$ cat config.mk
export PLATFORM = sky130hd
export DESIGN_NAME = motion_bbox_detect
export DESIGN_NICKNAME = d
export VERILOG_FILES = /design/src/rtl/motion_bbox_detect.sv
export SDC_FILE = /design/constraint.sdc
export NUM_CORES = 1
export LEC_CHECK = 0
export CELL_PAD_IN_SITES_DETAIL_PLACEMENT = 1
export CELL_PAD_IN_SITES_GLOBAL_PLACEMENT = 2
export CORE_ASPECT_RATIO = 1.4
export CORE_MARGIN = 3
export CORE_UTILIZATION = 35
export CTS_CLUSTER_SIZE = 20
export DETAILED_ROUTE_END_ITERATION = 10
export GPL_ROUTABILITY_DRIVEN = 0
export PLACE_DENSITY = 0.86
export SLEW_MARGIN = 20
export SYNTH_ARGS = -nofsm -noshare
export SYNTH_HDL_FRONTEND = slang
export SYNTH_SLANG_ARGS = --single-unit
$ cat constraint.sdc
create_clock -name clk -period 9.15 [get_ports clk]
set_input_delay 0.915 -clock clk [delete_from_list [all_inputs] [get_ports clk]]
set_output_delay 0.915 -clock clk [all_outputs]
set_load 0.03 [all_outputs]
$ cat src/rtl/motion_bbox_detect.sv
// rtl/motion_bbox_detect.sv - frame-difference motion bounding box with RGB565 rectangle overlay
//
// Purpose: compares aligned current/previous gray samples against a per-frame
// threshold. It tracks the bounding box and pixel count of motion pixels, and
// commits them when the frame ends. The box committed from the previous frame
// is drawn on the pass-through video stream.
//
// Ports:
//   clk, rst_n                     pixel clock, asynchronous active-low reset
//   dvp_vsync/href/valid/data      incoming RGB565 video (frame, line, pixel strobe, pixel)
//   cur_gray, prev_gray            aligned gray samples of the current and previous frame
//   thresh                         difference threshold, sampled at frame start
//   overlay_en                     enables rectangle drawing
//   post_frame_vsync/href/clken    video controls, delayed by 2 clk
//   post_img_data                  pixel with overlay, delayed by 2 clk
//   bbox_left/right/top/bottom     committed box
//   bbox_valid                     committed box holds at least MIN_PIX motion pixels
//   motion_cnt                     motion pixels in the last completed frame
module motion_bbox_detect #(
  parameter int          IMG_HDISP = 640,
  parameter int          IMG_VDISP = 480,
  parameter int          PIX_W     = 8,
  parameter int          MIN_PIX   = 64,
  parameter logic [15:0] BOX_COLOR = 16'hF800
) (
  input  logic                                     clk,
  input  logic                                     rst_n,
  input  logic                                     dvp_vsync,
  input  logic                                     dvp_href,
  input  logic                                     dvp_valid,
  input  logic [15:0]                              dvp_data,
  input  logic [PIX_W-1:0]                         cur_gray,
  input  logic [PIX_W-1:0]                         prev_gray,
  input  logic [PIX_W-1:0]                         thresh,
  input  logic                                     overlay_en,
  output logic                                     post_frame_vsync,
  output logic                                     post_frame_href,
  output logic                                     post_frame_clken,
  output logic [15:0]                              post_img_data,
  output logic [$clog2(IMG_HDISP)-1:0]             bbox_left,
  output logic [$clog2(IMG_HDISP)-1:0]             bbox_right,
  output logic [$clog2(IMG_VDISP)-1:0]             bbox_top,
  output logic [$clog2(IMG_VDISP)-1:0]             bbox_bottom,
  output logic                                     bbox_valid,
  output logic [$clog2(IMG_HDISP*IMG_VDISP+1)-1:0] motion_cnt
);

  localparam int XW  = $clog2(IMG_HDISP);
  localparam int YW  = $clog2(IMG_VDISP);
  localparam int XCW = XW + 1;
  localparam int YCW = YW + 1;
  localparam int CW  = $clog2(IMG_HDISP*IMG_VDISP+1);

  // Position counters are one bit wider and saturate at the frame size.
  // An out-of-range pixel or line then never aliases into the active area.
  localparam logic [XW:0]   X_END   = XCW'(IMG_HDISP);
  localparam logic [YW:0]   Y_END   = YCW'(IMG_VDISP);
  localparam logic [CW-1:0] MIN_CNT = CW'(MIN_PIX);

  localparam logic [1:0] S_IDLE   = 2'd0;
  localparam logic [1:0] S_ACTIVE = 2'd1;
  localparam logic [1:0] S_COMMIT = 2'd2;

  logic [1:0]       state_q, state_d;
  logic             vsync_q, href_q;
  logic [XW:0]      x_q, x_d;
  logic [YW:0]      y_q, y_d, y_cur;
  logic [PIX_W-1:0] thresh_q, thr_eff;
  logic [PIX_W:0]   diff;
  logic             vs_rise, vs_fall, hr_fall, start, in_range, motion;
  logic [CW-1:0]    cnt_q, cnt_d, mcnt_q, mcnt_d;
  logic [XW-1:0]    min_x_q, min_x_d, max_x_q, max_x_d, left_q, left_d, right_q, right_d;
  logic [YW-1:0]    min_y_q, min_y_d, max_y_q, max_y_d, top_q, top_d, bottom_q, bottom_d;
  logic             valid_q, valid_d;
  logic             on_col, on_row, hit;
  logic             s1_vs_q, s1_hr_q, s1_ck_q, s1_hit_q;
  logic [15:0]      s1_data_q;
  logic             pvs_q, phr_q, pck_q;
  logic [15:0]      pdata_q;

  always_comb begin
    vs_rise = dvp_vsync & ~vsync_q;
    vs_fall = ~dvp_vsync & vsync_q;
    hr_fall = ~dvp_href & href_q;
    // Frame start is also accepted in COMMIT. A one-cycle vsync gap then
    // loses nothing of the new frame.
    start   = vs_rise & (state_q != S_ACTIVE);
    y_cur   = vs_rise ? '0 : y_q;
    thr_eff = vs_rise ? thresh : thresh_q;

    diff = (cur_gray >= prev_gray) ? ({1'b0, cur_gray} - {1'b0, prev_gray})
                                   : ({1'b0, prev_gray} - {1'b0, cur_gray});
    in_range = (x_q < X_END) && (y_cur < Y_END);
    motion   = ((state_q == S_ACTIVE) | start) & dvp_vsync & dvp_href & dvp_valid
               & in_range & (diff > {1'b0, thr_eff});

    x_d = x_q;
    if (hr_fall) x_d = '0;
    else if (dvp_href && dvp_valid && x_q != X_END) x_d = x_q + 1'b1;
    y_d = y_q;
    if (vs_rise) y_d = '0;
    else if (hr_fall && y_q != Y_END) y_d = y_q + 1'b1;

    // Accumulator restarts on frame start, then takes in the current pixel.
    cnt_d   = start ? '0 : cnt_q;
    min_x_d = start ? '1 : min_x_q;
    max_x_d = start ? '0 : max_x_q;
    min_y_d = start ? '1 : min_y_q;
    max_y_d = start ? '0 : max_y_q;
    if (motion) begin
      if (cnt_d != '1) cnt_d = cnt_d + 1'b1;
      if (x_q[XW-1:0] < min_x_d) min_x_d = x_q[XW-1:0];
      if (x_q[XW-1:0] > max_x_d) max_x_d = x_q[XW-1:0];
      if (y_cur[YW-1:0] < min_y_d) min_y_d = y_cur[YW-1:0];
      if (y_cur[YW-1:0] > max_y_d) max_y_d = y_cur[YW-1:0];
    end

    state_d = state_q;
    case (state_q)
      S_IDLE:   if (vs_rise) state_d = S_ACTIVE;
      S_ACTIVE: if (vs_fall) state_d = S_COMMIT;
      S_COMMIT: state_d = vs_rise ? S_ACTIVE : S_IDLE;
      default:  state_d = S_IDLE;
    endcase

    mcnt_d   = mcnt_q;
    valid_d  = valid_q;
    left_d   = left_q;
    right_d  = right_q;
    top_d    = top_q;
    bottom_d = bottom_q;
    if (state_q == S_COMMIT) begin
      mcnt_d  = cnt_q;
      valid_d = (cnt_q >= MIN_CNT);
      if (cnt_q >= MIN_CNT) begin
        left_d   = min_x_q;
        right_d  = max_x_q;
        top_d    = min_y_q;
        bottom_d = max_y_q;
      end
    end

    // The overlay uses the next-state box. A pixel in the commit cycle
    // belongs to the new frame and must see the box just committed.
    on_col = (({1'b0, left_d} == x_q) || ({1'b0, right_d} == x_q))
             && ({1'b0, top_d} <= y_cur) && (y_cur <= {1'b0, bottom_d});
    on_row = (({1'b0, top_d} == y_cur) || ({1'b0, bottom_d} == y_cur))
             && ({1'b0, left_d} <= x_q) && (x_q <= {1'b0, right_d});
    hit    = overlay_en & valid_d & dvp_vsync & dvp_href & dvp_valid & (on_col | on_row);
  end

  always_ff @(posedge clk or negedge rst_n) begin
    if (!rst_n) begin
      state_q   <= S_IDLE;
      // Treat vsync as already high. A frame in progress at reset release
      // then produces no rising edge and is never committed.
      vsync_q   <= 1'b1;
      href_q    <= 1'b0;
      x_q       <= '0;
      y_q       <= '0;
      thresh_q  <= '0;
      cnt_q     <= '0;
      min_x_q   <= '1;
      max_x_q   <= '0;
      min_y_q   <= '1;
      max_y_q   <= '0;
      mcnt_q    <= '0;
      valid_q   <= 1'b0;
      left_q    <= '0;
      right_q   <= '0;
      top_q     <= '0;
      bottom_q  <= '0;
      s1_vs_q   <= 1'b0;
      s1_hr_q   <= 1'b0;
      s1_ck_q   <= 1'b0;
      s1_hit_q  <= 1'b0;
      s1_data_q <= '0;
      pvs_q     <= 1'b0;
      phr_q     <= 1'b0;
      pck_q     <= 1'b0;
      pdata_q   <= '0;
    end else begin
      state_q   <= state_d;
      vsync_q   <= dvp_vsync;
      href_q    <= dvp_href;
      x_q       <= x_d;
      y_q       <= y_d;
      if (vs_rise) thresh_q <= thresh;
      cnt_q     <= cnt_d;
      min_x_q   <= min_x_d;
      max_x_q   <= max_x_d;
      min_y_q   <= min_y_d;
      max_y_q   <= max_y_d;
      mcnt_q    <= mcnt_d;
      valid_q   <= valid_d;
      left_q    <= left_d;
      right_q   <= right_d;
      top_q     <= top_d;
      bottom_q  <= bottom_d;
      s1_vs_q   <= dvp_vsync;
      s1_hr_q   <= dvp_href;
      s1_ck_q   <= dvp_valid;
      s1_hit_q  <= hit;
      s1_data_q <= dvp_data;
      pvs_q     <= s1_vs_q;
      phr_q     <= s1_hr_q;
      pck_q     <= s1_ck_q;
      pdata_q   <= s1_hit_q ? BOX_COLOR : s1_data_q;
    end
  end

  assign post_frame_vsync = pvs_q;
  assign post_frame_href  = phr_q;
  assign post_frame_clken = pck_q;
  assign post_img_data    = pdata_q;
  assign bbox_left        = left_q;
  assign bbox_right       = right_q;
  assign bbox_top         = top_q;
  assign bbox_bottom      = bottom_q;
  assign bbox_valid       = valid_q;
  assign motion_cnt       = mcnt_q;

endmodule

==> metrics.csv, run 1 <==
metric;value;unit
status;complete, no violations;
place_ws;2.532;ns
met3_length;1083;microns
dr.pass1.iters;6;
grt_pass1_vias;8112;
antenna_found_initial;0;
seq_area_frac_synth;46.01;%
wl_per_cell;17.96;microns
postRouteAntennaNets;0;
routed_via_density;5.145;
crit_path_end;max_x_q[5];
hold_path.class;reg2reg;
skew;0.009148;ns
num_rows;73;
synth_cells;958;
finalHoldViolations;0;
r2r-end;s1_hit_q;
cts_max_level;4;
core_area;0.02850;sq mm
synthAdderAreaFrac;13.06;%
start_util;35.69;%
slowest_delay;0.75;ns
fin_setup_tns;0;ns
place.detailed.hpwl;19930;microns
synth-xor-area-share;2.153;%
cts_buffer_depth;2;
post_cts_buffers;0;
endpoint_kind;register;
powerDensity;171.4;mW/mm^2
syn_area_per_cell;10.62;sq um
grt_overflow_total;0;
period_share;65.65;%
highest_layer;met4;
dieArea;0.03117;sq mm
muxShareOfSynthArea;11.07;%
via_count;7517;
area_growth;21.91;%
cts-resized-gates;0;
synth_edf_count;0;
layout-drive-gt1-share;10.59;%
crit_slowest_cell;o21ai_1;
cts_root_buf;clkbuf_16;
synthFlopType;dfrtp_1;
max_freq;166.5;MHz
hold_buffers;0;
reg2reg_slack;4.84;ns
finalSetupViolations;0;
synth-warning-count;0;
final_util;43.51;%
grt_max_degree;120;
die-height;207.7;microns
portBuffers;122;
path_cells;clkdlybuf4s50_1 > inv_1 > ha_1 > nor2b_1 > o2111ai_1 > and2_1 > o21ai_1 > mux2_2 > a21oi_1 > xnor2_1 > ha_1 > and3_1 > o21ai_0 > a221oi_2 > a211oi_4 > buf_4 > a311oi_2 > buf_4 > mux2i_1;
min_period;6.007;ns
rsz0062_at_grt;false;
wl;26240;microns
dr_wl_met2;13950;microns
die_w;150.1;microns
reg2reg_from;cnt_q[10];
layout_setup_ws;3.143;ns
synth_nets;1109;
maxCapViolCount;0;
drt_iter0_drc;253;
cp.arrival;6.37;ns
clk_pin_slew;0.07;ns
grt_usage;17.25;%
synth_top_family_by_area;simple AND/OR/NAND/NOR gates;
grt_pass1_wl;42500;microns
critPathLaunchType;primary input;
cp_max_fo;35;
p_total;2126;uW
n_antenna_cell;0;
leakage;0.006003;uW
multi_input_area;0.005049;sq mm
wirelength_met1;10710;microns
clk_latency;0.45;ns
clock-sinks;186;
cp-startpoint;cur_gray[1];
cts_buffers;17;
cts_tree;built;
pin_count;123;
register_area;0.004679;sq mm
tightest_slew;1.065;ns
drc_errors;0;
synth_compound_area_share;9.411;%
cp.required;9.51;ns
fillers;3147;
async_reset_ff_share;100.0;%
ys_types;63;
slew_violations;0;
vdd_ir_drop_max;128.6;uV
reg2regPathDepth;10;
synth-simple-area-share;13.78;%
yosys_register_bits;186;
synth_area;0.01017;sq mm
nets;1224;
maxSlewHeadroom;28.99;%
path_class;in2reg;
[stage by stage]
stage / area, sq um / cells / hold WS [ns]
CTS: 12390 / 1460 / 0.3588
global route: 12400 / 1461 / 0.3689
detailed placement: 11780 / 1428 / 0.3411
floorplan: 10170 / 958 / 0.3312
finish: 12400 / 1461 / 0.3564
global placement: 11780 / 1428 / 0.3343
[where the power goes]
group	switching (uW)	total (uW)	internal (uW)
clock	351	766	414
combinational	236	406	170
sequential	42.9	954	911
[flip-flops by register name, summed over array words and instances, names as in the netlist, 2 cells and up]
signal         flops
bbox_left         10
min_y_q            9
max_y_q            9
bbox_top           9
bbox_bottom        9
cnt_q             19
s1_data_q         16
y_q               10
state_q            2
min_x_q           10
bbox_right        10
thresh_q           8
motion_cnt        19
max_x_q           10
post_img_data     16
x_q               11
[layout by cell type, fill, tap and decap left out, types with 34 or more instances in the layout]
cell type        count
clkdlybuf4s50_1    121
a21oi_1             38
o21ai_0             34
inv_1               79
nor2_1              65
ha_1               103
mux2i_1             63
mux2_2              40
nand2_1             65
dfrtp_1            166
[cell usage after synthesis (all sizes together), types with 5 or more instances]
master | n | area share (%)
or4 | 9 | 0.66
nand3 | 23 | 1.1
nor3 | 12 | 0.59
a21o | 14 | 1.0
o21ai | 39 | 1.9
dfstp | 20 | 5.2
ha | 103 | 13
nor4 | 8 | 0.64
nor2b | 22 | 1.4
mux2 | 44 | 4.9
clkbuf | 15 | 0.55
a211oi | 7 | 0.64
and3 | 8 | 0.49
buf | 20 | 1.0
a21oi | 38 | 1.9
a31oi | 6 | 0.37
nor2 | 66 | 2.4
nand4 | 23 | 1.4
o211ai | 5 | 0.37
mux2i | 63 | 6.2
or2 | 5 | 0.31
inv | 79 | 2.9
dfrtp | 166 | 41
xor2 | 11 | 0.95
o21a | 9 | 0.66
xnor2 | 14 | 1.2
nand2 | 65 | 2.4
nand2b | 7 | 0.43
or3 | 7 | 0.48
and2 | 8 | 0.49
[cells by family after synthesis]
| logic type | Yosys count |
|---|---|
| flops | 186 |
| mux | 107 |
| buf+inv | 114 |
| xor+xnor | 25 |
| simple gates | 274 |
| fa+ha+maj | 105 |
| compound gates | 147 |
[cell type report]
cell class / count / share of cell area (%)
clock buffers: 18 / 3.461
flip-flops and latches: 186 / 37.74
repair buffers: 131 / 10.42
clock inverters: 14 / 1.483
well taps: 375 / 3.784
multi-input cells: 658 / 40.72
inverters: 79 / 2.392
[worst min-delay path by stage]
stage / start / endpoint / cells after the start
detailed placement: s1_vs_q / post_frame_vsync / 0
global route: s1_ck_q / post_frame_clken / 0
floorplan: s1_ck_q / post_frame_clken / 0
finish: s1_ck_q / post_frame_clken / 0
global placement: s1_ck_q / post_frame_clken / 0
CTS: s1_ck_q / post_frame_clken / 0
[routing by layer]
layer,up-vias,track usage [%]
met5,-,0
met4,0,5.463
met3,30,3.276
met2,137,31.30
met1,3751,20.30
li1,3599,-
[critical path, delay by kind of cell]
kind                       cells  cell delay, ns
xor gates and xnor gates       1            0.10
buffers and inverters          4            1.20
adders and majority gates      2            0.62
muxes                          2            0.62
and+or+nand+nor                3            0.58
AOI/OAI and AO/OA              7            2.33
Note: power is estimated with default switching activity, not from simulation.
==> inputs of run 2 (changes only) <==
CORE_UTILIZATION = 33   (was 35)
PLACE_DENSITY = 0.85   (was 0.86)
clock period = 5.15 ns   (was 9.15 ns; I/O delays follow)
==> metrics.csv, run 2 (synthesis gave the netlist of run 1 again) <==
metric;value;unit
status;complete, no violations;
leakage;0.006099;uW
postRouteAntennaNets;0;
grt_usage;16.64;%
crit_buf_inv;4;
hold_buffers;0;
slew_violations;0;
reg2regPathDepth;12;
reg2reg_from;cnt_q[10];
cp.required;5.53;ns
r2r-end;s1_hit_q;
grt_pass1_wl;43410;microns
nets;1240;
crit_path_end;min_x_q[0];
vdd_ir_drop_max;144.8;uV
path_class;in2reg;
place_inst;1455;
grt_pass1_vias;8180;
reg2reg_slack;1.14;ns
switchingPower;1147;uW
num_rows;75;
powerDensity;304.6;mW/mm^2
finalHoldViolations;0;
cts_tree;built;
maxSlewHeadroom;35.42;%
p_sw_share;29.95;%
tightest_slew;0.9688;ns
clockPowerShare;36.3;%
fin_setup_tns;0;ns
final_cell_mix;dfrtp_1 (166), clkdlybuf4s50_1 (121), ha_1 (103);
cts-resized-gates;0;
critPathTopFamily;compound AO/OA/AOI/OAI gates;
via_count;7497;
crit_slowest_cell;clkdlybuf4s50_1;
clk_latency;0.45;ns
core_area;0.03022;sq mm
skew;0.009485;ns
clock-sinks;186;
cts_buffers;17;
critPathLaunchType;primary input;
portBuffers;122;
cts_root_buf;clkbuf_16;
dieArea;0.03299;sq mm
cts_max_level;4;
fin_cells;1487;
start_util;33.66;%
layout-drive-gt1-share;11.98;%
die_w;154.4;microns
cp-startpoint;cur_gray[4];
routed_via_density;5.042;
antenna_found_initial;0;
cp_max_fo;10;
n_antenna_cell;0;
cts_buffer_depth;2;
path_cells;clkdlybuf4s50_1 > inv_1 > ha_1 > nand4_1 > o21bai_1 > nor2_1 > o21ai_1 > buf_4 > nor2_1 > a31oi_1 > xor2_1 > ha_1 > nand4_1 > o21ai_0 > o21ai_0 > a221oi_2 > a211oi_4 > a2111oi_2 > buf_12 > mux2_1;
die-height;213.7;microns
endpoint_kind;register;
internal_power;2684;uW
clk_pin_slew;0.07;ns
place.detailed.hpwl;20810;microns
pwr-share-seq;44.2;%
dr.pass1.iters;4;
drt_iter0_drc;163;
pin_count;123;
hold_path.class;in2async;
grt_overflow_total;0;
max_freq;215.0;MHz
drc_errors;0;
area_growth;23.63;%
p_comb_share;19.5;%
cp.arrival;5.03;ns
crit_cells;20;
rsz0062_at_grt;false;
slowest_delay;0.48;ns
post_cts_buffers;0;
maxCapViolCount;0;
finalSetupViolations;0;
grt_max_degree;119;
wl;26860;microns
wl_per_cell;18.06;microns
period_share;90.31;%
min_period;4.651;ns
final_common_cell;dfrtp_1;
## run 2: final cells by class
cell class	count	area, sq um
Clock inverter	15	205.2
Tap cell	385	481.7
Multi-Input combinational cell	658	5049
Clock buffer	17	425.4
Timing Repair Buffer	147	1438
Sequential cell	186	4679
Fill cell	3352	17640
Inverter	79	296.5
## run 2: worst min path at each step
stage	start	end	slack, ns	depth (start not counted)
after detailed placement	s1_ck_q	post_frame_clken	0.34	0
after floorplan	rst_n	bbox_bottom[0]	0.22	0
final	rst_n	bbox_right[4]	0.18	1
after CTS	rst_n	bbox_right[4]	0.22	1
after global placement	s1_ck_q	post_frame_clken	0.34	0
after global routing	rst_n	bbox_right[1]	0.26	1
## run 2: metrics by stage
| step | setup slack, ns | total power, uW | hold slack [ns] | cell area [sq um] | utilization [%] |
|---|---|---|---|---|---|
| 3_5_place_dp | 0.03169 | 2486 | 0.3388 | 11940 | 39.53 |
| 2_1_floorplan | 0.6967 | 2172 | 0.2194 | 10170 | - |
| 4_1_cts | 0.5072 | 3899 | 0.2215 | 12570 | 41.61 |
| 3_3_place_gp | 0.1666 | 2453 | 0.3376 | 11940 | 39.53 |
| 6_report | 0.4992 | 3831 | 0.1835 | 12570 | 41.61 |
| 5_1_grt | 0.1212 | 4039 | 0.2564 | 12570 | 41.61 |
## run 2: metal layers
layer	track usage, %	part of all wire [%]	up-vias
li1	-	-	3626
met1	19.15	42	3708
met2	30.65	53	127
met3	3.049	3.6	36
met4	6.368	2.3	0
met5	0	0	-
## run 2: worst register-to-register path, stage by stage, from the launching register on
cell and delay, ns:
dfrtp_1 0.47, or4_1 0.52, nor4_1 0.21, a41o_2 0.64
buf_4 0.29, mux2_2 0.36, inv_1 0.06, ha_1 0.23
a2111oi_0 0.33, o21ai_0 0.17, a21oi_1 0.30, o221ai_1 0.19
o32ai_1 0.15
## run 2: power groups by stage
stage	combinational (uW)	clock, uW	sequential, uW
final	749	1390	1690
after global routing	843	1490	1710
after global placement	735	0	1720
after CTS	766	1440	1700
after detailed placement	762	0	1720
after floorplan	450	0	1720
